[config.mk]
export PLATFORM = sky130hd
export DESIGN_NAME = uart_tx_buf_flat
export DESIGN_NICKNAME = d
export VERILOG_FILES = /design/src/rtl/uart_pkg.sv /design/src/rtl/uart_tx_buf_if.sv /design/src/rtl/uart_sync_fifo.sv /design/src/rtl/uart_tx_buf.sv /design/src/flat_wrapper.sv
export SDC_FILE = /design/constraint.sdc
export NUM_CORES = 1
export LEC_CHECK = 0
export CAP_MARGIN = 20
export CORE_UTILIZATION = 60
export CTS_CLUSTER_SIZE = 20
export DETAILED_ROUTE_END_ITERATION = 7
export PLACE_DENSITY = 0.8
export SYNTH_ARGS = -nofsm -noshare
export SYNTH_HDL_FRONTEND = slang
export SYNTH_SLANG_ARGS = --single-unit
[constraint.sdc]
create_clock -name sys_clk -period 2.95 [get_ports sys_clk]
set_input_delay 0.295 -clock sys_clk [delete_from_list [all_inputs] [get_ports sys_clk]]
set_output_delay 0.295 -clock sys_clk [all_outputs]
set_load 0.01 [all_outputs]
[src/rtl/uart_pkg.sv]
// Shared types and constants for the UART transmit path.
// FSM encoding and frame geometry live here.
package uart_pkg;

  localparam int UART_DATA_BITS  = 8;
  localparam int UART_FRAME_BITS = 10;

  typedef enum logic [1:0] {
    ST_IDLE      = 2'd0,
    ST_LAUNCH    = 2'd1,
    ST_WAIT_DONE = 2'd2,
    ST_GAP       = 2'd3
  } tx_state_e;

  function automatic int lvl_bits(input int depth);
    return $clog2(depth) + 1;
  endfunction

endpackage

[src/rtl/uart_tx_buf_if.sv]
// Producer / transmitter bundle for uart_tx_buf.
// The master side writes bytes and answers with uart_tx_done.
interface uart_tx_buf_if
  import uart_pkg::*;
#(
  parameter int FIFO_DEPTH = 16
);

  localparam int LW = lvl_bits(FIFO_DEPTH);

  logic                      wr_en;
  logic [UART_DATA_BITS-1:0] wr_data;
  logic                      wr_full;
  logic                      wr_empty;
  logic [LW-1:0]             fifo_level;
  logic                      overflow;
  logic                      tx_busy;
  logic                      uart_tx_en;
  logic [UART_DATA_BITS-1:0] uart_tx_data;
  logic                      uart_tx_done;

  modport master (
    output wr_en,
    output wr_data,
    output uart_tx_done,
    input  wr_full,
    input  wr_empty,
    input  fifo_level,
    input  overflow,
    input  tx_busy,
    input  uart_tx_en,
    input  uart_tx_data
  );

  modport slave (
    input  wr_en,
    input  wr_data,
    input  uart_tx_done,
    output wr_full,
    output wr_empty,
    output fifo_level,
    output overflow,
    output tx_busy,
    output uart_tx_en,
    output uart_tx_data
  );

endinterface

[src/rtl/uart_sync_fifo.sv]
// Single-clock FIFO with registered full/empty/level flags.
// Pointers carry one extra wrap bit to separate full from empty.
module uart_sync_fifo
  import uart_pkg::*;
#(
  parameter int WIDTH = 8,
  parameter int DEPTH = 16
) (
  input  logic                     clk,
  input  logic                     rst_n,
  input  logic                     push,
  input  logic [WIDTH-1:0]         push_data,
  input  logic                     pop,
  output logic [WIDTH-1:0]         head,
  output logic                     full,
  output logic                     empty,
  output logic [lvl_bits(DEPTH)-1:0] level,
  output logic                     overflow
);

  localparam int AW = $clog2(DEPTH);

  logic [WIDTH-1:0] mem [DEPTH];
  logic [AW:0]      wr_ptr;
  logic [AW:0]      rd_ptr;
  logic [AW:0]      wr_ptr_n;
  logic [AW:0]      rd_ptr_n;
  logic             push_ok;
  logic             pop_ok;
  logic             full_n;

  // A full FIFO rejects writes even when a pop lands on the same edge.
  assign push_ok  = push && !full;
  assign pop_ok   = pop && !empty;
  assign wr_ptr_n = wr_ptr + (AW+1)'(push_ok);
  assign rd_ptr_n = rd_ptr + (AW+1)'(pop_ok);
  assign full_n   = (wr_ptr_n[AW] != rd_ptr_n[AW])
                 && (wr_ptr_n[AW-1:0] == rd_ptr_n[AW-1:0]);
  assign head     = mem[rd_ptr[AW-1:0]];

  always_ff @(posedge clk or negedge rst_n) begin
    if (!rst_n) begin
      wr_ptr   <= '0;
      rd_ptr   <= '0;
      full     <= 1'b0;
      empty    <= 1'b1;
      level    <= '0;
      overflow <= 1'b0;
    end else begin
      wr_ptr   <= wr_ptr_n;
      rd_ptr   <= rd_ptr_n;
      full     <= full_n;
      empty    <= (wr_ptr_n == rd_ptr_n);
      level    <= wr_ptr_n - rd_ptr_n;
      overflow <= overflow || (push && full);
    end
  end

  always_ff @(posedge clk) begin
    if (push_ok) begin
      mem[wr_ptr[AW-1:0]] <= push_data;
    end
  end

endmodule

[src/rtl/uart_tx_buf.sv]
// Byte buffer in front of the UART transmitter: queues bytes
// and launches them one frame at a time with an optional gap.
module uart_tx_buf
  import uart_pkg::*;
#(
  parameter int FIFO_DEPTH = 16,
  parameter int GAP_CYCLES = 0
) (
  input  logic         sys_clk,
  input  logic         sys_rst_n,
  uart_tx_buf_if.slave bus
);

  localparam int LW = lvl_bits(FIFO_DEPTH);
  localparam int GW = (GAP_CYCLES > 1) ? $clog2(GAP_CYCLES) : 1;
  localparam logic [GW-1:0] GAP_LAST =
    GW'((GAP_CYCLES > 0) ? GAP_CYCLES - 1 : 0);

  tx_state_e                 state;
  logic [GW-1:0]             gap_cnt;
  logic [UART_DATA_BITS-1:0] head;
  logic                      pop;
  logic                      push_ok;
  logic                      empty_nxt;

  assign pop     = (state == ST_IDLE) && !bus.wr_empty;
  assign push_ok = bus.wr_en && !bus.wr_full;

  // Emptiness after this edge, so tx_busy carries no extra lag.
  assign empty_nxt = bus.wr_empty ? !push_ok
                   : (bus.fifo_level == LW'(1)) && pop && !push_ok;

  uart_sync_fifo #(
    .WIDTH (UART_DATA_BITS),
    .DEPTH (FIFO_DEPTH)
  ) u_fifo (
    .clk       (sys_clk),
    .rst_n     (sys_rst_n),
    .push      (bus.wr_en),
    .push_data (bus.wr_data),
    .pop       (pop),
    .head      (head),
    .full      (bus.wr_full),
    .empty     (bus.wr_empty),
    .level     (bus.fifo_level),
    .overflow  (bus.overflow)
  );

  always_ff @(posedge sys_clk or negedge sys_rst_n) begin
    if (!sys_rst_n) begin
      state            <= ST_IDLE;
      gap_cnt          <= '0;
      bus.uart_tx_en   <= 1'b0;
      bus.uart_tx_data <= '0;
      bus.tx_busy      <= 1'b0;
    end else begin
      bus.uart_tx_en <= 1'b0;
      unique case (state)
        ST_IDLE: begin
          if (pop) begin
            state            <= ST_LAUNCH;
            bus.uart_tx_en   <= 1'b1;
            bus.uart_tx_data <= head;
            bus.tx_busy      <= 1'b1;
          end else begin
            bus.tx_busy <= !empty_nxt;
          end
        end
        ST_LAUNCH: begin
          state       <= ST_WAIT_DONE;
          bus.tx_busy <= 1'b1;
        end
        ST_WAIT_DONE: begin
          if (bus.uart_tx_done && (GAP_CYCLES > 0)) begin
            state       <= ST_GAP;
            gap_cnt     <= '0;
            bus.tx_busy <= 1'b1;
          end else if (bus.uart_tx_done) begin
            state       <= ST_IDLE;
            bus.tx_busy <= !empty_nxt;
          end else begin
            bus.tx_busy <= 1'b1;
          end
        end
        ST_GAP: begin
          if (gap_cnt == GAP_LAST) begin
            state       <= ST_IDLE;
            bus.tx_busy <= !empty_nxt;
          end else begin
            gap_cnt     <= gap_cnt + 1'b1;
            bus.tx_busy <= 1'b1;
          end
        end
        default: begin
          state <= ST_IDLE;
        end
      endcase
    end
  end

endmodule

[src/flat_wrapper.sv]
// flat-port wrapper written by rule: the top's interface ports become plain ports
module uart_tx_buf_flat import uart_pkg::*;
#(
  parameter int FIFO_DEPTH = 16,
  parameter int GAP_CYCLES = 0
)
  (sys_clk, sys_rst_n, bus_wr_en, bus_wr_data, bus_uart_tx_done, bus_wr_full, bus_wr_empty, bus_fifo_level, bus_overflow, bus_tx_busy, bus_uart_tx_en, bus_uart_tx_data);
  uart_tx_buf_if #(.FIFO_DEPTH(FIFO_DEPTH)) bus_i ();
  input  logic sys_clk;
  input  logic sys_rst_n;
  input wire logic [$bits(bus_i.wr_en)-1:0] bus_wr_en;
  input wire logic [$bits(bus_i.wr_data)-1:0] bus_wr_data;
  input wire logic [$bits(bus_i.uart_tx_done)-1:0] bus_uart_tx_done;
  output wire logic [$bits(bus_i.wr_full)-1:0] bus_wr_full;
  output wire logic [$bits(bus_i.wr_empty)-1:0] bus_wr_empty;
  output wire logic [$bits(bus_i.fifo_level)-1:0] bus_fifo_level;
  output wire logic [$bits(bus_i.overflow)-1:0] bus_overflow;
  output wire logic [$bits(bus_i.tx_busy)-1:0] bus_tx_busy;
  output wire logic [$bits(bus_i.uart_tx_en)-1:0] bus_uart_tx_en;
  output wire logic [$bits(bus_i.uart_tx_data)-1:0] bus_uart_tx_data;
  assign bus_i.wr_en = bus_wr_en;
  assign bus_i.wr_data = bus_wr_data;
  assign bus_i.uart_tx_done = bus_uart_tx_done;
  assign bus_wr_full = bus_i.wr_full;
  assign bus_wr_empty = bus_i.wr_empty;
  assign bus_fifo_level = bus_i.fifo_level;
  assign bus_overflow = bus_i.overflow;
  assign bus_tx_busy = bus_i.tx_busy;
  assign bus_uart_tx_en = bus_i.uart_tx_en;
  assign bus_uart_tx_data = bus_i.uart_tx_data;
  uart_tx_buf #(.FIFO_DEPTH(FIFO_DEPTH), .GAP_CYCLES(GAP_CYCLES)) u_core (.sys_clk(sys_clk), .sys_rst_n(sys_rst_n), .bus(bus_i));
endmodule
==> impl_metrics.env <==
export IMPL_hold_viol_final=0
export IMPL_ys_ff_latch=158
export IMPL_cts_tree="built"
export IMPL_nFillCells=587
export IMPL_intPower_uw=5647
export IMPL_die_h_um=105.1
export IMPL_synthesis_area_mm2=0.006381
export IMPL_path_clk_slew_ns=0.06
export IMPL_yosysSeqAreaShare_pct=72.02
export IMPL_status="complete, no violations"
export IMPL_core_area_mm2=0.01032
export IMPL_drive_gt1_share_pct=18.08
export IMPL_drt_iter0_drc=387
export IMPL_synth_area_per_cell_um2=17.58
export IMPL_drt_pass1_iter_count=5
export IMPL_comb_power_share_pct=34.3
export IMPL_ant_nets=0
export IMPL_relSlewSlack_pct=40.87
export IMPL_multi_input_area_mm2=0.001642
export IMPL_fin_skew_ns=0.005939
export IMPL_period_needed_ns=2.849
export IMPL_final_max_slew_viol_count=0
export IMPL_synth_cells=363
export IMPL_start_util_pct=61.81
export IMPL_path_max_fanout=3
export IMPL_leakage_uw=0.002747
export IMPL_max_freq_mhz=351.0
export IMPL_crit_type="reg2reg"
export IMPL_synth_fp_nets=386
export IMPL_cp_data_required_time_ns=3.35
export IMPL_grt_pass1_vias=3584
export IMPL_end_kind="flip-flop"
export IMPL_cp_start_kind="flip-flop"
export IMPL_die_w_um=105.1
export IMPL_period_share_pct=96.58
export IMPL_worstMarginPinSlew_ns=0.8842
export IMPL_nets=447
export IMPL_hold_buffers=0
export IMPL_gp_congestion=0.8083
export IMPL_grt_antenna_before_repair=0
export IMPL_synth_edf_count=128
export IMPL_layout_common_cells="128 x edfxtp_1, 30 x buf_4, 29 x clkdlybuf4s50_1, 28 x dfrtp_1, 19 x nor2b_1"
export IMPL_vias=3556
export IMPL_rsz0062_at_grt="no"
export IMPL_finalSetupViolations=0
export IMPL_grt_pass1_wl_um=20130
export IMPL_final_common_cell="edfxtp_1"
export IMPL_rows=37
export IMPL_synthTopCellsByArea="edfxtp_1 60%, dfrtp_1 11%, mux4_1 3.3%"
export IMPL_cts_buffer_depth=2
export IMPL_p_clk_share_pct=27.2
export IMPL_portBuffers=29
export IMPL_drc=0
export IMPL_hpwl_um=7655
export IMPL_power_switching_uw=2542
export IMPL_ys_warnings_count=0
export IMPL_io_pins=30
export IMPL_synth_flop_cell="edfxtp_1"
export IMPL_hp_class="in2async"
export IMPL_root_buffer="clkbuf_8"
export IMPL_area_delta_synth_final_pct=18.92
export IMPL_ir_worst_vdd_mv=0.6437
export IMPL_tns_ns=0
export IMPL_wirelength_um=12990
export IMPL_cts_buffers=17
export IMPL_cts_sinks=158
export IMPL_yosysUniqueCellTypes=41
export IMPL_seq_power_share_pct=38.5
export IMPL_grt_usage_pct=26.09
export IMPL_power_uw=8189
export IMPL_async_flop_share_pct=18.99
export IMPL_sw_frac_of_total_pct=31.04
export IMPL_viasPerCell=6.206
export IMPL_grt_start_max_net_pins=34
export IMPL_hold_ws_ns=0.2677
export IMPL_maxCapViolCount=0
export IMPL_worstPathArrival_ns=3.25
export IMPL_yosysTopAreaCellShare_pct=60.24
export IMPL_antenna_cells=0
export IMPL_wl_per_cell_um=22.66
export IMPL_seq_area_mm2=0.004597
export IMPL_grt_overflow_total=0
export IMPL_yosys_area_top_type="edfxtp_1"
export IMPL_clk_latency_ns=0.53
export IMPL_p_per_area_mw_per_mm2=1079
export IMPL_h_tree_depth=4
export IMPL_die_area_mm2=0.01105
[per-stage QoR]
stage	std cells	util [%]	area, um2	setup WS [ns]
2_1_floorplan	363	-	6381	0.2537
3_3_place_gp	537	67.23	6940	0.1417
3_5_place_dp	537	67.23	6940	0.004036
4_1_cts	569	73.19	7556	0.002439
5_1_grt	573	73.51	7589	0.009809
6_report	573	73.51	7589	0.1008
[sequential cells by signal, summed over array words and instances (netlist names)]
signal	flops
u_core.u_fifo.rd_ptr	5
u_core.u_fifo.empty	1
u_core.u_fifo.wr_ptr	5
u_core.bus.tx_busy	1
u_core.u_fifo.level	5
u_core.bus.uart_tx_en	1
u_core.bus.uart_tx_data	8
u_core.u_fifo.overflow	1
u_core.u_fifo.full	1
u_core.state	2
u_core.u_fifo.mem	128
[logic make-up after synthesis]
group                    share of synthesized area, %
AO/OA/AOI/OAI                                   5.314
multiplexers                                    10.39
adder cells (fa/ha/maj)                         2.627
AND/OR/NAND/NOR                                 5.451
buffers and inverters                           2.412
flip-flops                                      72.02
XOR/XNOR                                        1.784
[repair_timing]
action / in CTS / in global routing
gates cloned: 0 / 0
endpoints found under the setup margin: 1 / 1
resized for setup: 1 / 1
setup buffers: 0 / 4
[critical path: stages, from the launching register on]
cell      delay (ns)
dfrtp_1         0.37
inv_1           0.09
ha_1            0.24
nand2b_1        0.10
inv_1           0.07
ha_1            0.22
ha_2            0.33
xnor2_2         0.19
ha_1            0.17
a21oi_1         0.05
maj3_1          0.37
maj3_1          0.38
xnor2_1         0.13
[cells in the mapped netlist (all sizes together), types with 2 or more instances]
cell       n
nor2b     19
xor2       5
a221o      8
a2111oi    8
nand3      5
nand2      2
ha        11
a211oi     8
nor2      15
edfxtp   128
buf       12
a21oi      2
mux4      16
inv       15
nand3b     2
dfrtp     29
a22o       8
nor3       4
maj3       3
clkbuf     5
mux2      10
nor4       8
xnor2      8
nand2b     4
a21o       2
mux2i     16
[power by group through the flow]
stage               registers [uW]  logic [uW]  clock network, uW
finish                        3150        2810               2230
CTS                           3150        2750               2250
detailed placement            3180        2680                  0
global placement              3160        2610                  0
floorplan                     3080        1860                  0
global route                  3200        3010               2340
[final cells by class]
type / instances / share of cell area (%)
timing repair buffer: 59 / 6.793
sequential: 158 / 60.58
clock buffer: 25 / 6.249
clock inverter: 7 / 1.764
inverter: 15 / 0.7420
multi-input combinational: 173 / 21.63
tap: 136 / 2.242
[path summary, 6_finish.rpt]
check                                                  from                                end  slack, ns  depth (start not counted)
max in group asynchronous                         sys_rst_n  u_core.u_fifo.rd_ptr[2]$_DFF_PN0_       1.98                          2
setup reg to reg                u_core.state[0]$_DFFE_PN0P_   u_core.u_fifo.level[4]$_DFF_PN0_       0.10                         12
min in group sys_clk                              bus_wr_en   u_core.u_fifo.overflow$_DFF_PN0_       0.39                          2
hold / removal                                    sys_rst_n        u_core.state[1]$_DFFE_PN0P_       0.27                          1
hold reg to reg            u_core.u_fifo.overflow$_DFF_PN0_   u_core.u_fifo.overflow$_DFF_PN0_       0.46                          1
setup / recovery                u_core.state[0]$_DFFE_PN0P_   u_core.u_fifo.level[4]$_DFF_PN0_       0.10                         12
[per-layer routing]
layer	up-vias	global-route usage, %	share of wire, %
met3	43	5.926	6.2
met5	-	0	0
met4	0	14.29	3.1
met1	1771	32.60	40
li1	1554	-	-
met2	188	42.57	51
Power figures use the tool's default switching activity.
